--- config.mk ---
export PLATFORM = sky130hd
export DESIGN_NAME = program_loader
export DESIGN_NICKNAME = d
export VERILOG_FILES = /design/src/rtl/program_loader.sv
export SDC_FILE = /design/constraint.sdc
export NUM_CORES = 1
export LEC_CHECK = 0
export CAP_MARGIN = 20
export CORE_ASPECT_RATIO = 1.25
export CORE_MARGIN = 2
export CORE_UTILIZATION = 45
export CTS_CLUSTER_SIZE = 24
export DETAILED_ROUTE_END_ITERATION = 10
export PLACE_DENSITY = 0.75
export SETUP_SLACK_MARGIN = 0.4
export SLEW_MARGIN = 20
export SYNTH_ARGS = -nofsm -noshare
export SYNTH_HDL_FRONTEND = slang
export SYNTH_SLANG_ARGS = --single-unit
--- constraint.sdc ---
create_clock -name clk -period 2.4 [get_ports clk]
set_clock_uncertainty 0.1 [all_clocks]
set_input_delay 0.72 -clock clk [delete_from_list [all_inputs] [get_ports clk]]
set_output_delay 0.72 -clock clk [all_outputs]
set_load 0.02 [all_outputs]
--- src/rtl/program_loader.sv ---
// Purpose : turns a byte stream (N, N words high byte first, XOR checksum) into
//           sequential instruction-memory writes from address 0, and holds the CPU
//           until a complete program with a good checksum is resident.
// Latency : one write pulse in the cycle after each LO byte transfer; done/error
//           one cycle after the checksum byte (or the illegal count byte).
// Backpressure: in_ready is high only while receiving (COUNT/HI/LO/CHECK). Any
//           in_valid stall keeps the state, index and checksum unchanged.
// Ports   : clk, rst (sync, active-high); start; in_data/in_valid/in_ready byte
//           stream; imem_write_enable/address/data write port; cpu_hold, busy,
//           done, error status; words_loaded word count.
// ROW_I must not exceed 2**ADDR_WIDTH.
module program_loader #(
  parameter int ROW_I      = 16,
  parameter int ADDR_WIDTH = 4
) (
  input  logic                  clk,
  input  logic                  rst,
  input  logic                  start,
  input  logic [7:0]            in_data,
  input  logic                  in_valid,
  output logic                  in_ready,
  output logic                  imem_write_enable,
  output logic [ADDR_WIDTH-1:0] imem_write_address,
  output logic [15:0]           imem_write_data,
  output logic                  cpu_hold,
  output logic                  busy,
  output logic                  done,
  output logic                  error,
  output logic [ADDR_WIDTH:0]   words_loaded
);

  localparam int CW = ADDR_WIDTH + 1;

  typedef enum logic [2:0] {
    S_IDLE, S_COUNT, S_HI, S_LO, S_CHECK, S_DONE, S_ERROR
  } state_t;

  state_t                state_q, state_d;
  logic                  rdy_q, rdy_d;
  logic                  we_q, we_d;
  logic [ADDR_WIDTH-1:0] addr_q, addr_d;
  logic [15:0]           wdata_q, wdata_d;
  logic                  hold_q, hold_d;
  logic                  busy_q, busy_d;
  logic                  done_q, done_d;
  logic                  err_q, err_d;
  // Doubles as the write index: both are cleared before the first write and
  // advance together on every LO byte.
  logic [CW-1:0]         cnt_q, cnt_d;
  logic [CW-1:0]         n_q, n_d;
  logic [7:0]            csum_q, csum_d;
  logic [7:0]            hi_q, hi_d;

  logic                  xfer;
  logic                  cnt_bad;

  // in_ready_q mirrors "state is a receiving state", so xfer is exactly the handshake.
  assign xfer    = in_valid & rdy_q;
  assign cnt_bad = (in_data == 8'd0) || ({1'b0, in_data} > 9'(ROW_I));

  always_comb begin
    state_d = state_q;
    we_d    = 1'b0;
    addr_d  = addr_q;
    wdata_d = wdata_q;
    hold_d  = hold_q;
    busy_d  = busy_q;
    done_d  = done_q;
    err_d   = err_q;
    cnt_d   = cnt_q;
    n_d     = n_q;
    csum_d  = csum_q;
    hi_d    = hi_q;

    case (state_q)
      S_IDLE, S_DONE, S_ERROR: begin
        if (start) begin
          state_d = S_COUNT;
          done_d  = 1'b0;
          err_d   = 1'b0;
          cnt_d   = '0;
          csum_d  = '0;
          busy_d  = 1'b1;
          hold_d  = 1'b1;
        end
      end
      S_COUNT: begin
        if (xfer) begin
          if (cnt_bad) begin
            state_d = S_ERROR;
            err_d   = 1'b1;
            busy_d  = 1'b0;
          end else begin
            state_d = S_HI;
            n_d     = CW'(in_data);
            csum_d  = in_data;
            cnt_d   = '0;
          end
        end
      end
      S_HI: begin
        if (xfer) begin
          state_d = S_LO;
          hi_d    = in_data;
          csum_d  = csum_q ^ in_data;
        end
      end
      S_LO: begin
        if (xfer) begin
          csum_d  = csum_q ^ in_data;
          we_d    = 1'b1;
          addr_d  = cnt_q[ADDR_WIDTH-1:0];
          wdata_d = {hi_q, in_data};
          cnt_d   = cnt_q + CW'(1);
          state_d = (cnt_q + CW'(1) == n_q) ? S_CHECK : S_HI;
        end
      end
      S_CHECK: begin
        if (xfer) begin
          busy_d = 1'b0;
          if (in_data == csum_q) begin
            state_d = S_DONE;
            done_d  = 1'b1;
            hold_d  = 1'b0;
          end else begin
            state_d = S_ERROR;
            err_d   = 1'b1;
          end
        end
      end
      default: state_d = S_IDLE;
    endcase

    rdy_d = (state_d == S_COUNT) || (state_d == S_HI) ||
            (state_d == S_LO)    || (state_d == S_CHECK);
  end

  always_ff @(posedge clk) begin
    if (rst) begin
      state_q <= S_IDLE;
      rdy_q   <= 1'b0;
      we_q    <= 1'b0;
      addr_q  <= '0;
      wdata_q <= '0;
      hold_q  <= 1'b1;
      busy_q  <= 1'b0;
      done_q  <= 1'b0;
      err_q   <= 1'b0;
      cnt_q   <= '0;
      n_q     <= '0;
      csum_q  <= '0;
      hi_q    <= '0;
    end else begin
      state_q <= state_d;
      rdy_q   <= rdy_d;
      we_q    <= we_d;
      addr_q  <= addr_d;
      wdata_q <= wdata_d;
      hold_q  <= hold_d;
      busy_q  <= busy_d;
      done_q  <= done_d;
      err_q   <= err_d;
      cnt_q   <= cnt_d;
      n_q     <= n_d;
      csum_q  <= csum_d;
      hi_q    <= hi_d;
    end
  end

  assign in_ready           = rdy_q;
  assign imem_write_enable  = we_q;
  assign imem_write_address = addr_q;
  assign imem_write_data    = wdata_q;
  assign cpu_hold           = hold_q;
  assign busy               = busy_q;
  assign done               = done_q;
  assign error              = err_q;
  assign words_loaded       = cnt_q;

endmodule

==> results.yml, run 1 <==
clock_network:
  cts_tree: "done"
  clk_pin_slew_ps: 100
  cts_sinks: 55
  cts-buffers-inserted: 5
  clockRootBuffer: "clkbuf_8"
  clock_latency_ps: 310
  htreeDepth: 2
  clk_path_buf_depth: 2
  cts_hold_buf: 0
timing:
  worst_slew_pin_slew_ps: 505.1
  setup_ws_ps: 344.1
  rsz0062_at_grt: "true"
  setup_violations: 0
  slew_headroom_pct: 66.33
  fmax_mhz: 486.4
  fin_setup_tns_ps: 0
  whs_ps: 356.9
  period_needed_ps: 2056
  fin_crit_sh_pct: 85.66
  slew_violations: 0
  hold_violations: 0
global_routing:
  grt_util_all_layers_pct: 21.23
  grt_max_degree: 48
  overflow: 0
  grt_pass1_wl_mm: 11.29
  antenna_found_initial: 0
  grt_pass1_vias: 2437
floorplanning:
  start_util_pct: 46.53
  chipHeight_um: 90.43
  die_x_um: 73.14
  die_area_sq_mm: 0.006614
  core_sq_mm: 0.005779
  ios: 43
  rows: 31
outcome:
  outcome: "complete, no violations"
worst_hold_path:
  min_from: "imem_write_address[2]"
  min_path_cells: 2
  hold_end: "imem_write_address[2]"
  hp-class: "reg -> reg"
power:
  p_total_mw: 1.800
  power_frac_clock_pct: 29.6
  internal_power_mw: 1.278
  vdd_ir_drop_max_uv: 496.3
  comb_power_share_pct: 17.4
  p_switching_uw: 522.1
  power.density_mw_per_mm2: 512.2
  p_seq_share_pct: 53.0
  p_leak_nw: 1.447
  swShare_pct: 29.00
logic_synthesis:
  ys_ff_latch: 55
  synthMuxAreaShare_pct: 4.839
  synthSimpleGateAreaFrac_pct: 22.80
  ys_seq_area_share_pct: 40.95
  yosysUniqueCellTypes: 50
  syn_inst: 327
  synth_compound_area_share_pct: 19.82
  synth_top_family_by_area: "simple AND/OR/NAND/NOR gates"
  synthXorXnorAreaFrac_pct: 5.491
  synth.cell_area_sq_mm: 0.002689
  ys_warn_count: 0
  synthAdderAreaFrac_pct: 0.8376
  avgSynthCellArea_sq_um: 8.223
  synth_nets: 340
setup_path:
  worstSetupStartpointType: "primary input"
  path_cells: "buf_2, or3_4, buf_4, nor3_1, buf_4, o211ai_1, a21oi_1"
  crit_fanout: 3
  worstSetupPathDepth: 7
  cp-end-kind: "register"
  ff2ff_setup_slack_ps: 450
  path_common_cell: "buf_4"
  r2r-end: "in_ready"
  arrival_ps: 2200
  cp_num_buf_inv: 3
  ff2ff_path_depth: 6
  cp_slowest_cell: "or3_4"
  slowest_delay_ps: 400
  critPathRequiredTime_ps: 2550
  crit_type: "in -> reg"
  rr_startpoint: "state_q[2]"
  path_delay_family: "simple AND/OR/NAND/NOR gates"
place:
  post-dp-hpwl_mm: 4.645
  dp_slack_ps: -458.2
  place_inst: 447
  place_area_sq_mm: 0.003364
  place.gp.congestion: 0.8531
  io_buffers: 42
cells_and_area:
  diodes: 0
  syn_to_final_growth_pct: 30.71
  finalNonFillerCells: 456
  layout.nets: 402
  multi_input_area_sq_mm: 0.001551
  fin_area_sq_mm: 0.003515
  fin_util_pct: 60.81
  nFillCells: 487
  drive_above_1_share_pct: 25.13
  seqCellArea_sq_mm: 0.001109
drt:
  top_layer: "met4"
  drt_iter0_markers: 112
  route.met2.wl_mm: 3.483
  wl_mm: 6.690
  drc_errors: 0
  firstDrtPassIters: 4
  num_vias: 2494
  routedLengthMet1_mm: 2.890
  detail_route.vias_per_cell: 5.469
  wl_per_cell_um: 14.67
  met3_length_um: 211
  postRouteAntennaNets: 0
job:
  drv_cap: 0
synthesized netlist by cell type (all sizes together):
cell type / count / area (sq um)
a311oi: 1 / 15.01
nor4: 1 / 21.27
inv: 6 / 22.52
a21oi: 35 / 190.2
xnor2: 12 / 105.1
o2111ai: 1 / 15.01
a31o: 1 / 8.760
o21bai: 1 / 7.510
a211oi: 1 / 12.51
clkbuf: 12 / 45.04
nand2: 47 / 176.4
o21a: 2 / 15.01
maj3: 1 / 10.01
a21o: 1 / 7.510
a2111oi: 1 / 15.01
nand3: 17 / 85.08
a21boi: 1 / 7.510
xor2: 4 / 42.55
nor2: 40 / 166.4
and2: 5 / 31.28
o31ai: 3 / 22.52
ha: 1 / 12.51
or4: 1 / 7.510
mux2i: 13 / 130.1
nand3b: 1 / 7.510
o21ai: 28 / 170.2
nand4: 2 / 12.51
buf: 12 / 73.82
nand2b: 1 / 6.260
o221a: 1 / 11.26
or3: 2 / 12.51
and3: 1 / 6.260
dfxtp: 55 / 1101
nor2b: 3 / 18.77
a32oi: 2 / 17.52
nor3: 6 / 35.03
o211ai: 1 / 7.510
o211a: 1 / 10.01
and3b: 1 / 8.760
nand4b: 2 / 17.52
worst register-to-register path, stage by stage (launching register included):
cell and delay [ps]:
dfxtp_1 550, inv_1 220, a32oi_1 240, o31ai_1 120, a311oi_2 320, a2111oi_2 110, a31o_1 190
metal layers:
metal	global-route usage, %	up-vias
met1	25.37	1193
met4	7.562	0
met5	0	-
met3	3.460	8
met2	37.24	43
li1	-	1250
how the worst max path moves through the flow:
stage	from	to	slack, ps
final	in_data[7]	words_loaded[1]	340
after global routing	in_data[7]	in_ready	290
after CTS	words_loaded[0]	in_ready	380
after detailed placement	in_data[0]	csum_q[5]	-460
after global placement	in_data[0]	csum_q[5]	-400
after floorplan	in_data[1]	csum_q[3]	130
what timing repair did:
item                       4_1_cts  5_1_grt
buffers inserted                 1        0
resized for setup               91       16
pin swaps                       15       13
setup endpoints to repair       70       25
state kept, by name (all words and copies together) (netlist names), 3 cells and up:
| signal | cells |
|---|---|
| csum_q | 8 |
| n_q | 5 |
| words_loaded | 5 |
| imem_write_address | 4 |
| imem_write_data | 16 |
| hi_q | 8 |
| state_q | 3 |
power by group through the flow:
| stage | Combinational [mW] | Clock (mW) | Sequential, mW |
|---|---|---|---|
| floorplan | 0.178 | 0 | 0.975 |
| global placement | 0.290 | 0 | 0.973 |
| detailed placement | 0.293 | 0 | 0.973 |
| CTS | 0.298 | 0.541 | 0.952 |
| global route | 0.342 | 0.574 | 0.956 |
| finish | 0.314 | 0.533 | 0.954 |
cell usage in the layout, fill, tap and decap left out, types with 4 or more instances in the layout:
cell type      count
buf_4             33
nand3_1           16
nor2_1            36
o21ai_0           13
and2_1             4
a21oi_2            5
clkbuf_8           5
xnor2_1            9
inv_1              5
a21oi_1           30
buf_2              7
mux2i_1           13
dfxtp_1           51
dlygate4sd2_1     32
o21ai_2            9
o21ai_1            5
nand2_1           46
nor3_1             4
cells by family after synthesis:
group | after synthesis
flip-flops | 55
buffers and inverters | 30
XOR/XNOR | 16
multiplexers | 13
AND/OR/NAND/NOR | 130
AO/OA/AOI/OAI | 81
adder cells (fa/ha/maj) | 2
final cells by class:
class                      instances  area share, %
clock inverter                     3         0.6764
inverter                           6         0.6408
timing repair buffer              79          18.69
tap                               66          2.350
clock buffer                       5          1.958
multi-input combinational        242          44.14
sequential                        55          31.54
(Power assumes the default switching activity.)
==> run 2: changes to the inputs <==
--- a/config.mk
+++ b/config.mk
@@ -6,12 +6,15 @@
 export NUM_CORES = 1
 export LEC_CHECK = 0
 export CAP_MARGIN = 20
+export CELL_PAD_IN_SITES_DETAIL_PLACEMENT = 1
+export CELL_PAD_IN_SITES_GLOBAL_PLACEMENT = 2
 export CORE_ASPECT_RATIO = 1.25
 export CORE_MARGIN = 2
-export CORE_UTILIZATION = 45
+export CORE_UTILIZATION = 28
 export CTS_CLUSTER_SIZE = 24
 export DETAILED_ROUTE_END_ITERATION = 10
-export PLACE_DENSITY = 0.75
+export HOLD_SLACK_MARGIN = 0.02
+export PLACE_DENSITY = 0.78
 export SETUP_SLACK_MARGIN = 0.4
 export SLEW_MARGIN = 20
 export SYNTH_ARGS = -nofsm -noshare
==> results.yml, run 2 (synthesis gave the netlist of run 1 again) <==
cells_and_area:
  layout_common_cells: "dfxtp_1, nand2_1, buf_4"
  final_common_cell: "dfxtp_1"
  drive_above_1_share_pct: 30.77
  layout.nets: 415
  syn_to_final_growth_pct: 43.83
  diodes: 0
  nFillCells: 1107
  largest_reg_flops: 16
timing:
  setup_violations: 0
  fin_setup_tns_ps: 0
  fmax_mhz: 478.5
  whs_ps: 352.5
  fin_crit_sh_pct: 87.07
  period_needed_ps: 2090
  worst_slew_pin_slew_ps: 316.6
  hold_violations: 0
  rsz0062_at_grt: "true"
  slew_headroom_pct: 78.67
  slew_violations: 0
place:
  io_buffers: 42
  place.gp.congestion: 0.7627
  post-dp-hpwl_mm: 5.750
setup_path:
  worstSetupStartpointType: "primary input"
  cp-end-kind: "register"
  critPathRequiredTime_ps: 2540
  crit_fanout: 2
  path_cells: "buf_8, buf_6, xnor2_2, nand4_1, buf_4, nor2_4, a311oi_2, a2111oi_2, a31o_1"
  arrival_ps: 2230
  crit_type: "in -> reg"
  slowest_delay_ps: 380
  cp_slowest_cell: "a2111oi_2"
clock_network:
  cts-buffers-inserted: 5
  cts_hold_buf: 0
  htreeDepth: 2
  cts_tree: "done"
  clk_path_buf_depth: 2
  clk_pin_slew_ps: 70
  cts_sinks: 55
  clockRootBuffer: "clkbuf_16"
  clock_latency_ps: 290
global_routing:
  antenna_found_initial: 0
  grt_max_degree: 27
  met3_usage_pct: 2.576
  met1_usage_pct: 19.23
  grt_use_met2_pct: 30.93
  grt_busiest_layer: "met2"
  grt_pass1_vias: 2741
  grt_util_all_layers_pct: 16.44
  grt_pass1_wl_mm: 13.76
  overflow: 0
floorplanning:
  start_util_pct: 28.43
  rows: 40
  core_sq_mm: 0.009459
  die_area_sq_mm: 0.01041
  chipHeight_um: 113.6
  die_x_um: 91.65
  ios: 43
power:
  p_total_mw: 2.044
  vdd_ir_drop_max_uv: 362.6
  power.density_mw_per_mm2: 528.6
  p_leak_nw: 1.579
drt:
  postRouteAntennaNets: 0
  detail_route.vias_per_cell: 4.913
  wl_mm: 8.124
  drt_iter0_markers: 96
  wl_per_cell_um: 15.36
  drc_errors: 0
  firstDrtPassIters: 4
  num_vias: 2599
outcome:
  outcome: "complete, no violations"
worst_hold_path:
  hp-class: "reg -> reg"
job:
  drv_cap: 0
run 2: cell type report:
class                           instances  area [sq um]  share of cell area [%]
Sequential cell                        55          1111                   28.73
Clock buffer                            6         128.9                   3.332
Timing Repair Buffer                   92         814.5                   21.06
Inverter                                6         22.52                  0.5823
Clock inverter                          2         16.27                  0.4206
Multi-Input combinational cell        242          1617                   41.80
Tap cell                              126         157.7                   4.076
run 2: worst max-delay path: cells and delay by family:
family / cells / cell delay, ps
AOI/OAI and AO/OA: 3 / 660
buffers and inverters: 3 / 400
and+or+nand+nor: 2 / 290
xor gates and xnor gates: 1 / 140
run 2: where the power goes:
group          internal [mW]  total (mW)  switching, mW
Combinational          0.163       0.359          0.196
Clock                  0.392       0.731          0.339
Sequential             0.930       0.955         0.0251
run 2: per-stage QoR:
step / util [%] / std cells / setup slack, ps / cell area, sq um
global route: 40.89 / 529 / 226.0 / 3867
floorplan: - / 327 / 130.6 / 2706
global placement: 36.73 / 510 / -428.1 / 3475
finish: 40.89 / 529 / 310.3 / 3867
CTS: 39.72 / 525 / 276.7 / 3757
detailed placement: 36.73 / 510 / -462.4 / 3475
run 2: routing by layer:
metal / up-vias / wire, um
met5: - / 0
met4: 0 / 111
met3: 9 / 166
met2: 30 / 4425
met1: 1292 / 3421
li1: 1268 / -
run 2: repair_timing:
action / in CTS / in global routing
gates resized for setup: 108 / 25
setup endpoints to repair: 85 / 24
buffers inserted: 7 / 4
pin swaps: 20 / 20
run 2: path summary, 6_finish.rpt:
path,cells after the start,start,slack [ps],end
max,9,in_data[1],310,in_ready
min reg2reg,2,imem_write_data[10],350,imem_write_data[10]
min,2,imem_write_data[10],350,imem_write_data[10]
max reg2reg,7,words_loaded[1],440,in_ready
==> run 3: changes to the inputs <==
--- a/config.mk
+++ b/config.mk
@@ -11,7 +11,6 @@
 export CORE_ASPECT_RATIO = 1.25
 export CORE_MARGIN = 2
 export CORE_UTILIZATION = 28
-export CTS_CLUSTER_SIZE = 24
 export DETAILED_ROUTE_END_ITERATION = 10
 export HOLD_SLACK_MARGIN = 0.02
 export PLACE_DENSITY = 0.78
==> results of run 3 <==
No change in the layout: final DEF, timing and power equal those of run 2.
